## config.mk

```make
export PLATFORM = sky130hd
export DESIGN_NAME = mips_reset_sequencer_flat
export DESIGN_NICKNAME = d
export VERILOG_FILES = /design/src/rtl/mips_reset_sequencer_if.sv /design/src/rtl/mips_reset_sequencer.sv /design/src/flat_wrapper.sv
export SDC_FILE = /design/constraint.sdc
export NUM_CORES = 1
export LEC_CHECK = 0
export ABC_AREA = 0
export CORE_MARGIN = 5
export CORE_UTILIZATION = 45
export CTS_BUF_LIST = sky130_fd_sc_hd__clkbuf_8
export DETAILED_ROUTE_END_ITERATION = 10
export PLACE_DENSITY_LB_ADDON = 0.1
export SYNTH_ARGS = -nofsm -noshare
export SYNTH_HDL_FRONTEND = slang
export SYNTH_SLANG_ARGS = --single-unit
```

## constraint.sdc

```tcl
create_clock -name clk -period 1.35 [get_ports clk]
set_clock_uncertainty 0.1 [all_clocks]
set_input_delay 0.135 -clock clk [delete_from_list [all_inputs] [get_ports clk]]
set_output_delay 0.135 -clock clk [all_outputs]
set_load 0.1 [all_outputs]
```

## src/rtl/mips_reset_sequencer_if.sv

```systemverilog
// Handshake bundle between the reset sequencer and the MIPS core.
// master: sequencer side, slave: core/register-file side.
interface mips_reset_sequencer_if #(
    parameter int ADDR_W = 5
);
    logic              soft_rst_req;
    logic              core_rst_n;
    logic              core_stall;
    logic              clr_we;
    logic [ADDR_W-1:0] clr_addr;
    logic              run;
    logic              seq_done;

    modport master (
        input  soft_rst_req,
        output core_rst_n,
        output core_stall,
        output clr_we,
        output clr_addr,
        output run,
        output seq_done
    );

    modport slave (
        output soft_rst_req,
        input  core_rst_n,
        input  core_stall,
        input  clr_we,
        input  clr_addr,
        input  run,
        input  seq_done
    );
endinterface

```

## src/rtl/mips_reset_sequencer.sv

```systemverilog
// Ordered core bring-up: HOLD -> CLEAR -> FLUSH -> RUN, restartable by soft reset.
// Register-file clear walk is compiled in only when MIPS_RSTSEQ_CLEAR_EN is defined.
module mips_reset_sequencer #(
    parameter int HOLD_CYCLES  = 4,
    parameter int NUM_REGS     = 32,
    parameter int ADDR_W       = 5,
    parameter int FLUSH_CYCLES = 3
) (
    input  logic                    clk,
    input  logic                    reset,
    mips_reset_sequencer_if.master  bus
);

    localparam int MAXN01 = (HOLD_CYCLES > NUM_REGS) ? HOLD_CYCLES : NUM_REGS;
    localparam int MAXN   = (MAXN01 > FLUSH_CYCLES) ? MAXN01 : FLUSH_CYCLES;
    localparam int CNT_W  = $clog2(MAXN + 1);

    localparam logic [1:0] S_HOLD  = 2'd0;
`ifdef MIPS_RSTSEQ_CLEAR_EN
    localparam logic [1:0] S_CLEAR = 2'd1;
    localparam logic [CNT_W-1:0] CLEAR_LAST = CNT_W'(NUM_REGS - 1);
`endif
    localparam logic [1:0] S_FLUSH = 2'd2;
    localparam logic [1:0] S_RUN   = 2'd3;

    localparam logic [CNT_W-1:0] HOLD_LAST  = CNT_W'(HOLD_CYCLES - 1);
    localparam logic [CNT_W-1:0] FLUSH_LAST = CNT_W'(FLUSH_CYCLES - 1);

    logic [1:0]       state_q, state_d;
    logic [CNT_W-1:0] cnt_q, cnt_d;
    logic             rst_n_q;
    logic             stall_q;
    logic             run_q;
    logic             done_q;

    always_comb begin
        state_d = state_q;
        cnt_d   = cnt_q + 1'b1;
        unique case (state_q)
            S_HOLD: begin
                if (cnt_q == HOLD_LAST) begin
`ifdef MIPS_RSTSEQ_CLEAR_EN
                    state_d = S_CLEAR;
`else
                    state_d = S_FLUSH;
`endif
                    cnt_d   = '0;
                end
            end
`ifdef MIPS_RSTSEQ_CLEAR_EN
            S_CLEAR: begin
                if (cnt_q == CLEAR_LAST) begin
                    state_d = S_FLUSH;
                    cnt_d   = '0;
                end
            end
`endif
            S_FLUSH: begin
                if (cnt_q == FLUSH_LAST) begin
                    state_d = S_RUN;
                    cnt_d   = '0;
                end
            end
            S_RUN: begin
                cnt_d = cnt_q;
                // A soft request replays the whole bring-up from HOLD
                if (bus.soft_rst_req) begin
                    state_d = S_HOLD;
                    cnt_d   = '0;
                end
            end
            default: begin
                state_d = S_HOLD;
                cnt_d   = '0;
            end
        endcase
    end

    // Outputs are registered from the next state so they line up with it
    always_ff @(posedge clk) begin
        if (!reset) begin
            state_q <= S_HOLD;
            cnt_q   <= '0;
            rst_n_q <= 1'b0;
            stall_q <= 1'b1;
            run_q   <= 1'b0;
            done_q  <= 1'b0;
        end else begin
            state_q <= state_d;
            cnt_q   <= cnt_d;
            rst_n_q <= (state_d == S_FLUSH) || (state_d == S_RUN);
            stall_q <= (state_d != S_RUN);
            run_q   <= (state_d == S_RUN);
            done_q  <= (state_d == S_RUN) && (state_q != S_RUN);
        end
    end

`ifdef MIPS_RSTSEQ_CLEAR_EN
    logic              we_q;
    logic [ADDR_W-1:0] addr_q;

    always_ff @(posedge clk) begin
        if (!reset) begin
            we_q   <= 1'b0;
            addr_q <= '0;
        end else begin
            we_q   <= (state_d == S_CLEAR);
            addr_q <= (state_d == S_CLEAR) ? ADDR_W'(cnt_d) : '0;
        end
    end

    assign bus.clr_we   = we_q;
    assign bus.clr_addr = addr_q;
`else
    assign bus.clr_we   = 1'b0;
    assign bus.clr_addr = '0;
`endif

    assign bus.core_rst_n = rst_n_q;
    assign bus.core_stall = stall_q;
    assign bus.run        = run_q;
    assign bus.seq_done   = done_q;

endmodule

```

## src/flat_wrapper.sv

```systemverilog
// flat-port wrapper written by rule: the top's interface ports become plain ports
module mips_reset_sequencer_flat 
#(
    parameter int HOLD_CYCLES  = 4,
    parameter int NUM_REGS     = 32,
    parameter int ADDR_W       = 5,
    parameter int FLUSH_CYCLES = 3
)
  (clk, reset, bus_soft_rst_req, bus_core_rst_n, bus_core_stall, bus_clr_we, bus_clr_addr, bus_run, bus_seq_done);
  mips_reset_sequencer_if #(.ADDR_W(ADDR_W)) bus_i ();
  input  logic clk;
  input  logic reset;
  input wire logic [$bits(bus_i.soft_rst_req)-1:0] bus_soft_rst_req;
  output wire logic [$bits(bus_i.core_rst_n)-1:0] bus_core_rst_n;
  output wire logic [$bits(bus_i.core_stall)-1:0] bus_core_stall;
  output wire logic [$bits(bus_i.clr_we)-1:0] bus_clr_we;
  output wire logic [$bits(bus_i.clr_addr)-1:0] bus_clr_addr;
  output wire logic [$bits(bus_i.run)-1:0] bus_run;
  output wire logic [$bits(bus_i.seq_done)-1:0] bus_seq_done;
  assign bus_i.soft_rst_req = bus_soft_rst_req;
  assign bus_core_rst_n = bus_i.core_rst_n;
  assign bus_core_stall = bus_i.core_stall;
  assign bus_clr_we = bus_i.clr_we;
  assign bus_clr_addr = bus_i.clr_addr;
  assign bus_run = bus_i.run;
  assign bus_seq_done = bus_i.seq_done;
  mips_reset_sequencer #(.HOLD_CYCLES(HOLD_CYCLES), .NUM_REGS(NUM_REGS), .ADDR_W(ADDR_W), .FLUSH_CYCLES(FLUSH_CYCLES)) u_core (.clk(clk), .reset(reset), .bus(bus_i));
endmodule
```

# Word-level counts from Yosys, hierarchy flattened
# Cells that the tools add are included.
dict set report word_totals {
  word_cells 27
  n_memories 0
  mem_bits_ro 0
  latch_bits 0
  in_bits 3
  ramBits 0
  register_bits 12
  output_inout_bits 10
}
dict set report op_classes {
  n_mul 0
  addsub 1
  reduce_logical 3
  n_bitwise 0
  n_eq_ne 9
  n_shift 0
  muxes 8
  n_div 0
  magnitude_cmp 0
}
# cell n
set op_table {}
lappend op_table {{6-bit 2-to-1 mux} 3}
lappend op_table {{6-bit case mux with 3 select lines} 1}
lappend op_table {{6-bit by 2-bit equality test with 1-bit output (second input constant)} 2}
lappend op_table {{2-bit equality test (second input constant)} 4}
lappend op_table {{6-bit by 1-bit adder with 6-bit output (second input constant)} 1}
lappend op_table {{2-bit 2-to-1 mux} 3}
lappend op_table {{2-bit != test (second input constant)} 3}
lappend op_table {{2-bit case mux with 3 select lines} 1}
lappend op_table {{2-bit logical NOT} 1}
lappend op_table {{1-bit logical AND} 1}
lappend op_table {{1-bit logical OR} 1}

# Logic depth before layout (Yosys ltp)
# Gate-level depths: netlist of the first run.
dict set report logic_depth {
  depth_word 5
  ltp_mapped 5
  depth_no_buf 5
}

# Least setup slack after synthesis of the first run
# Ideal clock, no wire load.
dict set report synth_path {
  kind {reg-to-reg}
  start {register u_core.cnt_q[3]}
  end {register u_core.cnt_q[5]}
  path_buffers 0
  setup_time_ps 132
  required_ps 1118
  path_slack_ps -67
  path_stages_with_launch 4
  arrival_time_ps 1186
  period_less_slack_ps 1417
  cell_sequence {dfxtp_1 or4_4 o21ai_2 a22oi_1}
}
dict set report synth_between {
  elab_chain_cells 3
  word_cells_on_any_way 6
  classes_between {1 x add/sub; 2 x eq/ne; 3 x mux}
}
# item line
set synth_rtl {}
lappend synth_rtl {{from (decl)} mips_reset_sequencer.sv:30} ;# logic [CNT_W-1:0] cnt_q, cnt_d;
lappend synth_rtl {{from (signal assigned)} mips_reset_sequencer.sv:90} ;# cnt_q <= cnt_d;
lappend synth_rtl {{6-bit by 1-bit adder with 6-bit output, or another cell as far along} mips_reset_sequencer.sv:38} ;# cnt_d = cnt_q + 1'b1;
lappend synth_rtl {{6-bit 2-to-1 mux, on equally long branches} {mips_reset_sequencer.sv:59, mips_reset_sequencer.sv:41}}
lappend synth_rtl {{6-bit case mux with 3 select lines *} mips_reset_sequencer.sv:39} ;# unique case (state_q)
# Every way passes the cells marked *; elsewhere a longest branch is shown, timed or not.
# A chain may end at the register's enable or synchronous reset.

# Final worst setup path of the first run
dict set report layout_path {
  start {register u_core.cnt_q[5]}
  end {register u_core.cnt_q[2]}
}
dict set report layout_between {
  elab_chain_cells 3
  word_cells_on_any_way 5
  classes_between {2 x eq/ne; 3 x mux}
}
# item line
set layout_rtl {}
lappend layout_rtl {{6-bit by 2-bit equality test with 1-bit output, on equally long branches} {mips_reset_sequencer.sv:59, mips_reset_sequencer.sv:41}}
lappend layout_rtl {{6-bit 2-to-1 mux, on equally long branches} {mips_reset_sequencer.sv:59, mips_reset_sequencer.sv:41}}
lappend layout_rtl {{6-bit case mux with 3 select lines *} mips_reset_sequencer.sv:39}
# Marks and branches as above.

==> results.json, run 1 <==
{
  "cts_max_path_buffers": 2,
  "yosys_warnings": 0,
  "post-route-util": 0.6816,
  "ff2ff_setup_slack_ns": -0.1,
  "layoutNonFillerInstCount": 103,
  "buffer_ports.inserted": 6,
  "grt_usage": 0.1543,
  "grt_first_pass_wirelength_mm": 2.304,
  "antenna_violating_nets_post_route": 0,
  "powerDensity_nw_per_um2": 1190,
  "cts_hold_repair.buffers": 0,
  "clock_edge_transition_at_the_registers_on_the_reported_setup_and_hold_paths_ns": 0.06,
  "hold_viol_final": 0,
  "detail_route.wirelength_mm": 1.273,
  "cts_tree": "yes",
  "final_max_slew_viol_count": 0,
  "share_comb_of_total_power": 0.241,
  "timing.critical_path.required_ns": 1.37,
  "clk_root_buffer_cell": "clkbuf_8",
  "die_h_um": 46.53,
  "post-synth-top-area-fraction": 0.4000,
  "setup.worst_path.class": "reg -> reg",
  "coreArea_um2": 1285,
  "sinks_on_the_clock_net": 12,
  "worst_skew_pair.late_latency_ns": 0.25,
  "dr.pass1.iters": 4,
  "drt_drc_violations_left": 0,
  "finish.net_count": 94,
  "layout-drive-gt1-share": 0.3523,
  "max-cap-violations": 0,
  "first_global_vias": 516,
  "critPathMaxFanout": 5,
  "mostFrequentLayoutCell": "buf_4",
  "register_bit_total_from_synthesis": 12,
  "die_outline_width_um": 46.53,
  "leakage_nw": 0.3746,
  "grt_start_max_net_pins": 11,
  "synth_area_per_cell_um2": 9.100,
  "synth_top_area_cell": "dfxtp_1",
  "total_clock_buffers_created_by_cts": 3,
  "globalRoute.totalOverflow": 0,
  "insertedDiodeCount": 0,
  "ir_worst_vdd_mv": 0.7049,
  "clock.fmax_ghz": 0.6897,
  "sequentialPowerShare": 0.374,
  "fin_crit_sh": 1.074,
  "mostFrequentLayoutCells": "16 x buf_4, 11 x dfxtp_1, 6 x conb_1, 5 x o21ai_0",
  "dpl-instance-area_um2": 809.5,
  "setup_slack_ns": -0.1000,
  "dpl.cell_count": 99,
  "hp-class": "reg -> reg",
  "seq_area_frac_synth": 0.4000,
  "worst-endpoint-arrival_ns": 1.47,
  "pwr-share-clk": 0.385,
  "syn-instance-count": 66,
  "rows": 13,
  "p_switching_uw": 326.4,
  "status": "complete, but fails checks",
  "finalWeightedCongestion": 0.7336,
  "wl_per_cell_um": 12.36,
  "routed-via-count": 523,
  "floorplan.io_pins": 13,
  "sw_frac_of_total": 0.3132,
  "failed_checks": "setup timing",
  "cellInternalPower_uw": 715.8,
  "synth.area.top_cells": "dfxtp_1 40%, buf_4 7.5%, o21ai_0 5.0%, a22oi_1 5.0%, ha_1 4.2%",
  "drt-initial-drc-count": 5,
  "dieArea_um2": 2165,
  "total_power_mw": 1.042,
  "yosysUniqueCellTypes": 26,
  "timing.hold.ws_ns": 0.4238,
  "final_cell_area_um2": 875.8,
  "dp_hpwl_um": 951.9,
  "grt_antenna_before_repair": 0,
  "h-tree-depth": 1,
  "grt_setup_unrepaired": "yes",
  "worstSetupStartpointType": "flop",
  "finalSetupViolations": 11,
  "initial_utilization": 0.4674,
  "route.detailed.vias_per_inst": 5.078,
  "critical_path.endpoint_type": "flop",
  "netlist_area_um2": 600.6,
  "area_delta_synth_final_pct": 45.83,
  "period_minus_slack_ns": 1.450
}
-- cell usage after synthesis, drive strengths merged --
cell type and count:
conb 1, buf 6, inv 2, o21ai 7, nand3 4, o21bai 1
o31ai 1, nor3 1, and3 2, a22oi 4, dfxtp 12, clkbuf 3
nor2b 2, nand4 3, nand2b 1, and2 1, ha 2, nand2 2
o21a 2, mux2i 1, or3 3, or4 2, nor2 2, and3b 1
-- cell type report --
cell class              count  area, um^2
inverters                   2       7.507
multi-input cells          48       332.8
clock buffers               4       55.05
fillers                   105       409.1
flip-flops and latches     12       241.5
repair buffers             22       220.2
well taps                  15       18.77
-- kinds of logic after synthesis --
logic type,Yosys count,synth area share
adders and majority gates,2,0.04166
buffers and inverters,11,0.1062
and+or+nand+nor,24,0.2459
DFF,12,0.4000
other,1,0.006244
muxes,1,0.01667
AOI/OAI and AO/OA,15,0.1833
-- stage by stage --
stage	TNS [ns]	setup slack, ns
6_report	-0.6892	-0.1000
5_1_grt	-1.336	-0.1506
4_1_cts	-0.6725	-0.1100
3_5_place_dp	-1.095	-0.2637
3_3_place_gp	-1.010	-0.2359
2_1_floorplan	-0.04023	-0.01370
-- final timing paths --
check	start	cells past startpoint	end
max	u_core.cnt_q[5]	3	u_core.cnt_q[2]
min reg2reg	u_core.cnt_q[1]	2	u_core.cnt_q[1]
max reg2reg	u_core.cnt_q[5]	3	u_core.cnt_q[2]
min	u_core.cnt_q[1]	2	u_core.cnt_q[1]
-- sequential cells by signal, indices dropped and copies added (netlist names) --
register / count
u_core.bus.core_rst_n: 1
u_core.bus.core_stall: 1
u_core.bus.run: 1
u_core.bus.seq_done: 1
u_core.cnt_q: 6
u_core.state_q: 2
-- worst max-delay path, cell delays in order, from the launching register on --
cell	delay (ns)
dfxtp_2	0.32
or4_4	0.60
o21ai_4	0.20
a22oi_1	0.12
-- power groups by stage --
stage,registers [mW],clock network (mW),logic (mW)
4_1_cts,0.390,0.404,0.249
3_3_place_gp,0.397,0,0.243
5_1_grt,0.392,0.431,0.271
6_report,0.390,0.401,0.251
3_5_place_dp,0.397,0,0.246
2_1_floorplan,0.417,0,0.166
-- timing repair --
action                                  4_1_cts  5_1_grt
resized for setup                             0        3
gates cloned                                  0        0
endpoints found under the setup margin       11       11
buffers inserted                              0        0
pin swaps                                     3        1
-- routing by layer --
layer	up-vias	part of all wire	wire [um]	GRT usage
met4	0	0.026	33	0.1023
met1	237	0.47	603	0.1894
li1	266	-	-	-
met3	5	0.055	70	0.04688
met2	15	0.45	567	0.2280
met5	-	0	0	0
(Power assumes the default switching activity.)
==> run 2: changes to the inputs <==
ABC_AREA = not set   (was 0)
==> results of run 2 <==
Final layout, timing and power as in run 1 (identical DEF).
==> run 3: changes to the inputs <==
GPL_TIMING_DRIVEN = 0   (was not set)
==> run 3 against run 2 <==
  * The flow still finishes with violations (setup timing)
  * Cell count is 7.8% lower
  * Largest cell class unchanged
  * Global-route usage shrank 2.2 points
  * Critical path type unchanged
  * Register-to-register slack hardly changed
  * Routed wire length fell by 14%
  * Via count is 5.5% lower
  * Sequential cell count unchanged
  * Critical path depth stayed put
  * Setup slack worse by 0.0098 ns
  * Sequential power barely moved
  * Largest power group is now registers
==> results.json, run 3 (synthesis gave the netlist of run 1 again) <==
{
  "top_regs": "u_core.cnt_q: 6 flops, u_core.state_q: 2 flops",
  "finalWeightedCongestion": 0.7101,
  "sw_frac_of_total": 0.3058,
  "crit_family": "simple AND/OR/NAND/NOR gates",
  "share_comb_of_total_power": 0.228,
  "floorplan.io_pins": 13,
  "layout-drive-gt1-share": 0.3375,
  "critPathMaxFanout": 5,
  "sinks_on_the_clock_net": 12,
  "final_cell_area_um2": 782.0,
  "final_max_slew_viol_count": 0,
  "dieArea_um2": 2165,
  "layout.filler_cells": 122,
  "multi_input_comb_area_um2": 342.8,
  "setup_slack_ns": -0.1098,
  "finalSetupViolations": 11,
  "setup.worst_path.class": "reg -> reg",
  "critical_path.endpoint_type": "flop",
  "rows": 13,
  "worstSetupStartpointType": "flop",
  "pwr-share-clk": 0.383,
  "max-slew-margin-rel": 0.6400,
  "finish.net_count": 86,
  "p_switching_uw": 306.9,
  "failed_checks": "setup timing",
  "grt_antenna_before_repair": 0,
  "fin_crit_sh": 1.081,
  "timing.critical_path.required_ns": 1.36,
  "die_outline_width_um": 46.53,
  "preCtsSetupSlack_ns": -0.3739,
  "layoutNonFillerInstCount": 95,
  "mostFrequentLayoutCells": "9 x dfxtp_1, 7 x buf_4, 6 x conb_1, 5 x o21ai_0, 4 x clkbuf_8",
  "globalRoute.totalOverflow": 0,
  "mostFrequentLayoutCell": "dfxtp_1",
  "worst_setup_path_startpoint": "u_core.cnt_q[5]",
  "drt_drc_violations_left": 0,
  "leakage_nw": 0.3177,
  "coreArea_um2": 1285,
  "area_delta_synth_final_pct": 30.21,
  "total_clock_buffers_created_by_cts": 3,
  "max-cap-violations": 0,
  "initial_utilization": 0.4674,
  "clk_root_buffer_cell": "clkbuf_8",
  "slowest_stage": "or4_4",
  "hp-class": "in -> reg",
  "clock_edge_transition_at_the_registers_on_the_reported_setup_and_hold_paths_ns": 0.05,
  "cts_tree": "yes",
  "max_slew.worst_pin.slew_ns": 0.5425,
  "area.sequential_um2": 244.0,
  "dpl-instance-area_um2": 695.7,
  "antenna_violating_nets_post_route": 0,
  "die_h_um": 46.53,
  "worst_skew_pair.late_latency_ns": 0.24,
  "ir_worst_vdd_mv": 0.7532,
  "sequentialPowerShare": 0.389,
  "dp_hpwl_um": 787.5,
  "post-route-util": 0.6086,
  "grt_first_pass_wirelength_mm": 1.932,
  "dpl.cell_count": 91,
  "period_minus_slack_ns": 1.460,
  "route.detailed.vias_per_inst": 5.200,
  "cellInternalPower_uw": 696.8,
  "grt_usage": 0.1325,
  "powerDensity_nw_per_um2": 1284,
  "critical_path.reg2reg.startpoint": "u_core.cnt_q[5]",
  "worst-endpoint-arrival_ns": 1.47,
  "cts_hold_repair.buffers": 0,
  "grt_setup_unrepaired": "yes",
  "largest-register": "u_core.cnt_q",
  "detail_route.wirelength_mm": 1.097,
  "cts_max_path_buffers": 2,
  "routed-via-count": 494,
  "critical_path_buf_inv_count": 0,
  "cp_cell_sequence": "or4_4, o21ai_4, a22oi_1",
  "clock.fmax_ghz": 0.6850,
  "min_from": "reset",
  "final_setup_tns_ns": -0.8334,
  "h-tree-depth": 1,
  "wl_per_cell_um": 11.55,
  "insertedDiodeCount": 0,
  "first_global_vias": 442,
  "critical-path-max-stage-delay_ns": 0.60,
  "largest_reg_flops": 6,
  "buffer_ports.inserted": 5,
  "hold_viol_final": 0,
  "drt-initial-drc-count": 10,
  "dr.pass1.iters": 4,
  "status": "complete, but fails checks",
  "grt_start_max_net_pins": 11
}
run 3: changes by cell type in the layout (fill, tap and decap cells not counted), sizes merged:
cell,change
clkdlybuf4s15,+2
clkdlybuf4s50,-1
clkbuf,+2
clkdlybuf4s18,+2
buf,-13
run 3: cell type report:
type	count	area share
Sequential cell	12	0.3120
Multi-Input combinational cell	48	0.4384
Timing Repair Buffer	6	0.07680
Clock buffer	4	0.07040
Tap cell	15	0.02400
Buffer	8	0.06880
Inverter	2	0.009600
run 3: worst paths after layout:
kind	to	slack (ns)	depth (start not counted)
worst max-delay path	u_core.cnt_q[3]	-0.11	3
worst min register to register	u_core.cnt_q[4]	0.40	2
worst max register to register	u_core.cnt_q[3]	-0.11	3
worst min-delay path	u_core.bus.core_stall	0.13	2
run 3: timing repair:
item / in CTS / in global routing
setup buffers: 1 / 0
gates cloned: 0 / 0
pin swaps: 5 / 4
resized for setup: 15 / 8
endpoints found under the hold margin: 0 / 0
endpoints found under the setup margin: 15 / 13
run 3: metrics by stage:
step	hold slack (ns)	power (mW)
after floorplan	0.2621	0.5828
after global placement	0.3669	0.6096
after detailed placement	0.3832	0.6108
after CTS	0.1185	1.008
after global routing	0.1583	1.053
final	0.1317	1.004
run 3: power by group through the flow:
stage | logic, mW | registers [mW] | clock network [mW]
6_report | 0.229 | 0.391 | 0.384
4_1_cts | 0.219 | 0.390 | 0.400
3_5_place_dp | 0.215 | 0.396 | 0
5_1_grt | 0.246 | 0.393 | 0.414
2_1_floorplan | 0.166 | 0.417 | 0
3_3_place_gp | 0.214 | 0.395 | 0
run 3: metal layers:
metal / up-vias / track usage / share of wire
met5: - / 0 / 0
met4: 0 / 0.06818 / 0.014
met3: 4 / 0.07031 / 0.079
met2: 14 / 0.2115 / 0.48
met1: 221 / 0.1399 / 0.43
li1: 255 / - / -
